<file path="config.mk">
export PLATFORM = sky130hd
export DESIGN_NAME = i2c_slave_flat
export DESIGN_NICKNAME = d
export VERILOG_FILES = /design/src/rtl/i2c_slave_if.sv /design/src/rtl/i2c_slave.sv /design/src/flat_wrapper.sv
export SDC_FILE = /design/constraint.sdc
export NUM_CORES = 1
export LEC_CHECK = 0
export BUFFER_PORTS_ARGS = -buffer_cell sky130_fd_sc_hd__buf_4
export CELL_PAD_IN_SITES_DETAIL_PLACEMENT = 0
export CELL_PAD_IN_SITES_GLOBAL_PLACEMENT = 1
export CORE_MARGIN = 2
export CORE_UTILIZATION = 40
export CTS_CLUSTER_DIAMETER = 120
export CTS_CLUSTER_SIZE = 14
export DETAILED_ROUTE_END_ITERATION = 7
export PLACE_DENSITY_LB_ADDON = 0.1
export SLEW_MARGIN = 20
export SYNTH_ARGS = -nofsm -noshare
export SYNTH_HDL_FRONTEND = slang
export SYNTH_SLANG_ARGS = --single-unit
</file>
<file path="constraint.sdc">
create_clock -name clk -period 1.7 [get_ports clk]
set_input_delay 0.34 -clock clk [delete_from_list [all_inputs] [get_ports clk]]
set_output_delay 0.34 -clock clk [all_outputs]
set_load 0.1 [all_outputs]
</file>
<file path="src/rtl/i2c_slave_if.sv">
// I2C target bundle: bus pins plus the local write/read byte port.
// slave faces the target; master faces the bus and local logic.
interface i2c_slave_if;
  logic       scl;
  logic       sda_in;
  logic       sda_oe;
  logic [7:0] rx_data;
  logic       rx_valid;
  logic [7:0] tx_data;
  logic       tx_req;
  logic       busy;

  modport slave (
    input  scl, sda_in, tx_data,
    output sda_oe, rx_data, rx_valid, tx_req, busy
  );

  modport master (
    output scl, sda_in, tx_data,
    input  sda_oe, rx_data, rx_valid, tx_req, busy
  );
endinterface

</file>
<file path="src/rtl/i2c_slave.sv">
// Single-address oversampling I2C target; open-drain SDA.
// Define I2C_SLAVE_READ_EN to enable read transfers.
module i2c_slave #(
  parameter logic [6:0] ADDR = 7'h50
) (
  input logic        clk,
  input logic        reset,
  i2c_slave_if.slave bus
);

  typedef enum logic [2:0] {
    ST_IDLE,
    ST_ADDR,
    ST_ADDR_ACK,
    ST_WRITE,
    ST_WRITE_ACK,
    ST_READ,
    ST_READ_ACK,
    ST_WAIT_STOP
  } state_t;

  logic [1:0] scl_sync, sda_sync;
  logic       scl_hist, sda_hist;
  logic       scl_s, sda_s;
  logic       scl_rise, scl_fall;
  logic       start_det, stop_det;
  logic       sda_bit;

  state_t     state, state_d;
  logic [3:0] bit_cnt, bit_cnt_d;
  logic [7:0] shreg, shreg_d;
  logic       sda_oe_q, sda_oe_d;
  logic       busy_q, busy_d;
  logic [7:0] rx_data_q, rx_data_d;
  logic       rx_valid_q, rx_valid_d;
  logic [7:0] shift_in;
  logic       addr_ok;

  assign scl_s = scl_sync[1];
  assign sda_s = sda_sync[1];

  // Idle bus is high, so reset the sampler high to avoid fake events.
  always_ff @(posedge clk or posedge reset) begin
    if (reset) begin
      scl_sync <= 2'b11;
      sda_sync <= 2'b11;
      scl_hist <= 1'b1;
      sda_hist <= 1'b1;
    end else begin
      scl_sync <= {scl_sync[0], bus.scl};
      sda_sync <= {sda_sync[0], bus.sda_in};
      scl_hist <= scl_s;
      sda_hist <= sda_s;
    end
  end

  always_ff @(posedge clk or posedge reset) begin
    if (reset) begin
      scl_rise  <= 1'b0;
      scl_fall  <= 1'b0;
      start_det <= 1'b0;
      stop_det  <= 1'b0;
      sda_bit   <= 1'b1;
    end else begin
      scl_rise  <= scl_s & ~scl_hist;
      scl_fall  <= ~scl_s & scl_hist;
      start_det <= scl_s & scl_hist
                 & sda_hist & ~sda_s;
      stop_det  <= scl_s & scl_hist
                 & ~sda_hist & sda_s;
      sda_bit   <= sda_s;
    end
  end

  assign shift_in = {shreg[6:0], sda_bit};

`ifdef I2C_SLAVE_READ_EN
  logic tx_req_q, tx_req_d;
  logic nack_q, nack_d;

  assign addr_ok = (shreg[7:1] == ADDR);

  always_ff @(posedge clk or posedge reset) begin
    if (reset) begin
      tx_req_q <= 1'b0;
      nack_q   <= 1'b0;
    end else begin
      tx_req_q <= tx_req_d;
      nack_q   <= nack_d;
    end
  end

  // bit7 must be on SDA in the same cycle tx_data is sampled.
  assign bus.sda_oe = tx_req_q ? ~bus.tx_data[7]
                               : sda_oe_q;
  assign bus.tx_req = tx_req_q;
`else
  logic unused_tx;

  assign addr_ok    = (shreg[7:1] == ADDR) & ~shreg[0];
  assign bus.sda_oe = sda_oe_q;
  assign bus.tx_req = 1'b0;
  assign unused_tx  = ^bus.tx_data;
`endif

  always_comb begin
    state_d    = state;
    bit_cnt_d  = bit_cnt;
    shreg_d    = shreg;
    sda_oe_d   = sda_oe_q;
    busy_d     = busy_q;
    rx_data_d  = rx_data_q;
    rx_valid_d = 1'b0;
`ifdef I2C_SLAVE_READ_EN
    tx_req_d   = 1'b0;
    nack_d     = nack_q;
`endif
    unique case (1'b1)
      stop_det: begin
        state_d  = ST_IDLE;
        sda_oe_d = 1'b0;
        busy_d   = 1'b0;
      end
      start_det: begin
        state_d   = ST_ADDR;
        sda_oe_d  = 1'b0;
        bit_cnt_d = '0;
      end
      default: begin
        unique case (state)
          ST_IDLE: ;
          ST_ADDR: begin
            if (scl_rise) begin
              shreg_d   = shift_in;
              bit_cnt_d = bit_cnt + 4'd1;
            end
            if (scl_fall && bit_cnt == 4'd8) begin
              if (addr_ok) begin
                sda_oe_d = 1'b1;
                state_d  = ST_ADDR_ACK;
              end else begin
                sda_oe_d = 1'b0;
                state_d  = ST_WAIT_STOP;
              end
            end
          end
          ST_ADDR_ACK: begin
            if (scl_fall) begin
              busy_d    = 1'b1;
              bit_cnt_d = '0;
              sda_oe_d  = 1'b0;
`ifdef I2C_SLAVE_READ_EN
              if (shreg[0]) begin
                state_d  = ST_READ;
                tx_req_d = 1'b1;
              end else begin
                state_d  = ST_WRITE;
              end
`else
              state_d = ST_WRITE;
`endif
            end
          end
          ST_WRITE: begin
            if (scl_rise) begin
              shreg_d   = shift_in;
              bit_cnt_d = bit_cnt + 4'd1;
              if (bit_cnt == 4'd7) begin
                rx_data_d  = shift_in;
                rx_valid_d = 1'b1;
              end
            end
            if (scl_fall && bit_cnt == 4'd8) begin
              sda_oe_d = 1'b1;
              state_d  = ST_WRITE_ACK;
            end
          end
          ST_WRITE_ACK: begin
            if (scl_fall) begin
              sda_oe_d  = 1'b0;
              bit_cnt_d = '0;
              state_d   = ST_WRITE;
            end
          end
`ifdef I2C_SLAVE_READ_EN
          ST_READ: begin
            if (tx_req_q) begin
              shreg_d   = bus.tx_data;
              sda_oe_d  = ~bus.tx_data[7];
              bit_cnt_d = '0;
            end else if (scl_fall) begin
              if (bit_cnt == 4'd7) begin
                sda_oe_d = 1'b0;
                state_d  = ST_READ_ACK;
              end else begin
                bit_cnt_d = bit_cnt + 4'd1;
                shreg_d   = {shreg[6:0], 1'b0};
                sda_oe_d  = ~shreg[6];
              end
            end
          end
          ST_READ_ACK: begin
            if (scl_rise)
              nack_d = sda_bit;
            if (scl_fall) begin
              if (nack_q) begin
                state_d = ST_WAIT_STOP;
              end else begin
                state_d  = ST_READ;
                tx_req_d = 1'b1;
              end
            end
          end
`endif
          ST_WAIT_STOP: sda_oe_d = 1'b0;
          default: begin
            state_d  = ST_IDLE;
            sda_oe_d = 1'b0;
          end
        endcase
      end
    endcase
  end

  always_ff @(posedge clk or posedge reset) begin
    if (reset) begin
      state      <= ST_IDLE;
      bit_cnt    <= '0;
      shreg      <= '0;
      sda_oe_q   <= 1'b0;
      busy_q     <= 1'b0;
      rx_data_q  <= 8'h00;
      rx_valid_q <= 1'b0;
    end else begin
      state      <= state_d;
      bit_cnt    <= bit_cnt_d;
      shreg      <= shreg_d;
      sda_oe_q   <= sda_oe_d;
      busy_q     <= busy_d;
      rx_data_q  <= rx_data_d;
      rx_valid_q <= rx_valid_d;
    end
  end

  assign bus.rx_data  = rx_data_q;
  assign bus.rx_valid = rx_valid_q;
  assign bus.busy     = busy_q;

endmodule

</file>
<file path="src/flat_wrapper.sv">
// flat-port wrapper written by rule: the top's interface ports become plain ports
module i2c_slave_flat 
#(
  parameter logic [6:0] ADDR = 7'h50
)
  (clk, reset, bus_scl, bus_sda_in, bus_tx_data, bus_sda_oe, bus_rx_data, bus_rx_valid, bus_tx_req, bus_busy);
  i2c_slave_if bus_i ();
  input logic clk;
  input logic reset;
  input wire logic [$bits(bus_i.scl)-1:0] bus_scl;
  input wire logic [$bits(bus_i.sda_in)-1:0] bus_sda_in;
  input wire logic [$bits(bus_i.tx_data)-1:0] bus_tx_data;
  output wire logic [$bits(bus_i.sda_oe)-1:0] bus_sda_oe;
  output wire logic [$bits(bus_i.rx_data)-1:0] bus_rx_data;
  output wire logic [$bits(bus_i.rx_valid)-1:0] bus_rx_valid;
  output wire logic [$bits(bus_i.tx_req)-1:0] bus_tx_req;
  output wire logic [$bits(bus_i.busy)-1:0] bus_busy;
  assign bus_i.scl = bus_scl;
  assign bus_i.sda_in = bus_sda_in;
  assign bus_i.tx_data = bus_tx_data;
  assign bus_sda_oe = bus_i.sda_oe;
  assign bus_rx_data = bus_i.rx_data;
  assign bus_rx_valid = bus_i.rx_valid;
  assign bus_tx_req = bus_i.tx_req;
  assign bus_busy = bus_i.busy;
  i2c_slave #(.ADDR(ADDR)) u_core (.clk(clk), .reset(reset), .bus(bus_i));
endmodule
</file>
==> results.md <==
* Status: finished, final reports clean
* Vert. Die Dim at ~67 um
* WS Path Type: flip-flop to flip-flop
* Slew Limit Fails at 0
* Number of DRC markers in iteration 0 at 26
* Top cell type's share of synthesized area at between 40% and 50%
* Worst-path clk slew at approximately 0.070 ns
* Comb power frac at between 30% and 40%
* Commonest non-fill, non-tap cell in the layout: dfrtp_1
* RR Startpoint: u_core.state[2]
* Cts hold-fix bufs at 0
* Fin crit period at 1.66 ns
* CP Max Fanout at 7
* Die area at between 0.004 and 0.005 sq mm
* Synth cell types at 37
* Crit end category: flip-flop
* Initial Util at between 40% and 50%
* Post-Route Skew at ~0.008 ns
* Overall routed net length at between 3000 and 4000 um
* Arr. time, crit path at between 1.5 and 2 ns
* Syn. warnings at 0
* CTS max path bufs at 2
* Largest net degree at the start of global routing at 37
* Layout cell share with drive strength beyond 1 at 39.0%
* Syn nets at ~150
* Leak at 0.904 nW
* Post-synthesis register bit count at 36
* Gr ovfl total at 0
* Critical Path Source Type: flip-flop
* 1st-pass router iterations at 4
* RSZ-0062 raised after global routing: true
* Core ar. at ~0.0037 sq mm
* Combinational family with the most area after synthesis: simple AND/OR/NAND/NOR gates
* Sw frac at between 30% and 40%
* Simple-gate share of the synthesized area at 12.6%
* Worst-Skew Late Latency at 0.28 ns
* Clock share of power at 20.9%
* Fin cells at 212
* Clock H-tree levels at 2
* Placer Congestion at 0.768
* Setup ws final at 0.0411 ns
* Async S/R FF share, synth at 100%
* Seq/Total Area, Yosys at about 57%
* HP Class: input port to asynchronous set/reset pin
* FF-to-FF setup slack at ~0.04 ns
* Top post-synthesis cells by area: dfrtp_1 47%, mux2_2 11%, dfstp_2 10%
* Synth Area in Compound Gates at 10.9%
* Clock tree from TritonCTS: done
* Sequential power share at between 40% and 50%
* Wire per inst at roughly 15 um
* # DRC at 0
* Final ANT Viol Nets at 0
* Final core utilization at ~52%
* Clk sinks at 36
* Via density at 5.17
* WHS at 0.152 ns
* First-pass GRT wire length at 5190 um
* NetSw at about 1 mW
* Mapped cell area at 0.00158 sq mm
* Mapped Cells at 133
* DIE WIDTH at 66.9 um
* Post-synthesis adder-cell area fraction at 1.58%
* Top FF cell, synth: dfrtp_1
* Xor and xnor area share after synthesis at about 1.1%
* Area grow syn2layout at 23.3%
* Vias in the first global route at 1,087
* FMAX at approximately 600 MHz
* Num CTS Buffers at 5
* Placement row count at 22
* Final Hold Fails at 0
* Mux share of post-synthesis cell area at 12.6%
* Placed Instances at between 200 and 250
* Worst path required time at between 1.5 and 2 ns
* Maxcap violations at 0
* PwrDens at roughly 1400 mW/mm^2
* EDFF count, synth at 0
* Yosys top cell by area: dfrtp_1
* Diodes inserted at 0
* DP Worst Slack at -0.0108 ns
* Most frequent cells in the layout: 30 x dfrtp_1, 29 x buf_4, 11 x mux2_2
* Reg2Reg Depth at 4
* Final setup violating endpoints at 0
* GRT Total Usage at roughly 16%
* Tcrit/Tclk final at 97.6%
* Internal power at 1.72 mW
* I/O Buffers at 14
* CTS root buffer: clkbuf_8
* Top-level port count at 24
* Syn Area/Cell at approximately 12 sq um
* Net count, final at 178
* HPWL after DPL at ~2000 um
* Peak VDD IR at 0.000758 V
* Routed via count at about 1,100
* Layout fillers at about 360
* Number of antenna violations at the first check in global routing at 0
* FF-to-FF End: u_core.bus.rx_data[5]
synth_stat cells, types with 3 or more instances:
| library cell | instances |
|---|---|
| dfrtp_1 | 30 |
| a31oi_1 | 3 |
| nand3_1 | 3 |
| nand2_1 | 6 |
| dfstp_2 | 6 |
| inv_1 | 7 |
| mux2_2 | 16 |
| o21ai_0 | 7 |
| clkbuf_1 | 3 |
| nor2_1 | 5 |
| nor3_1 | 5 |
| a21boi_0 | 3 |
| a21oi_1 | 8 |
state kept, by name (all words and copies together) (netlist names), 2 cells and up:
name / cells
u_core.bus.rx_data: 8
u_core.state: 3
u_core.sda_sync: 2
u_core.shreg: 8
u_core.scl_sync: 2
u_core.bit_cnt: 4
worst max path at each step:
stage	from	to	slack, ns	depth (start not counted)
after floorplan	u_core.bit_cnt[0]	u_core.bus.rx_data[0]	0.05	4
after global placement	u_core.bit_cnt[0]	u_core.bus.rx_data[2]	0.05	5
after detailed placement	u_core.bit_cnt[0]	u_core.bus.rx_data[1]	-0.01	5
after CTS	u_core.bit_cnt[1]	u_core.bus.rx_data[5]	0.009	5
after global routing	u_core.bit_cnt[0]	u_core.bus.rx_data[5]	-0.06	5
final	u_core.state[2]	u_core.bus.rx_data[5]	0.04	4
area by class of cell:
class                   count  area, sq um  area share (%)
flip-flops and latches     36          908            46.5
multi-input cells          84          651            33.3
repair buffers             30          229            11.7
clock buffers               6         72.6            3.72
well taps                  48         60.1            3.08
inverters                   7         26.3            1.35
clock inverters             1         5.00           0.256
metal layers:
metal / wire length [um] / global-route usage (%) / part of all wire, %
met2: 1460 / 24.9 / 47
met4: 63 / 8.42 / 2.0
met1: 1460 / 21.0 / 47
met5: 0 / 0 / 0
met3: 129 / 4.56 / 4.2
what timing repair did:
item / CTS / global route
resized for setup: 3 / 7
buffers inserted: 0 / 2
pin swaps: 1 / 1
setup endpoints to repair: 8 / 11
cloned: 1 / 0
logic make-up after synthesis:
| kind of cell | after synthesis |
|---|---|
| compound gates | 27 |
| flops | 36 |
| other cells | 1 |
| xor+xnor | 2 |
| fa+ha+maj | 2 |
| mux | 18 |
| simple gates | 34 |
| buf+inv | 13 |
power groups by stage:
stage                     clock, mW  sequential [mW]  combinational (mW)
final                         0.573             1.15                1.02
after detailed placement          0             1.16               0.979
after floorplan                   0             1.22               0.617
after global placement            0             1.15               0.972
after CTS                     0.596             1.14               0.986
after global routing          0.630             1.17                1.13
stage by stage:
step,power (mW),TNS [ns],area (sq um)
after floorplan,1.84,0,1580
after global placement,2.12,0,1820
after detailed placement,2.13,-0.0340,1820
after CTS,2.72,0,1910
after global routing,2.93,-0.268,1950
final,2.74,0,1950
worst max-delay path: stages, from the launching register on:
cell	delay, ns
dfrtp_1	0.45
nand2b_1	0.22
nor4_4	0.35
buf_4	0.20
mux2_2	0.33
No activity file was read; power rests on OpenSTA's default activity.
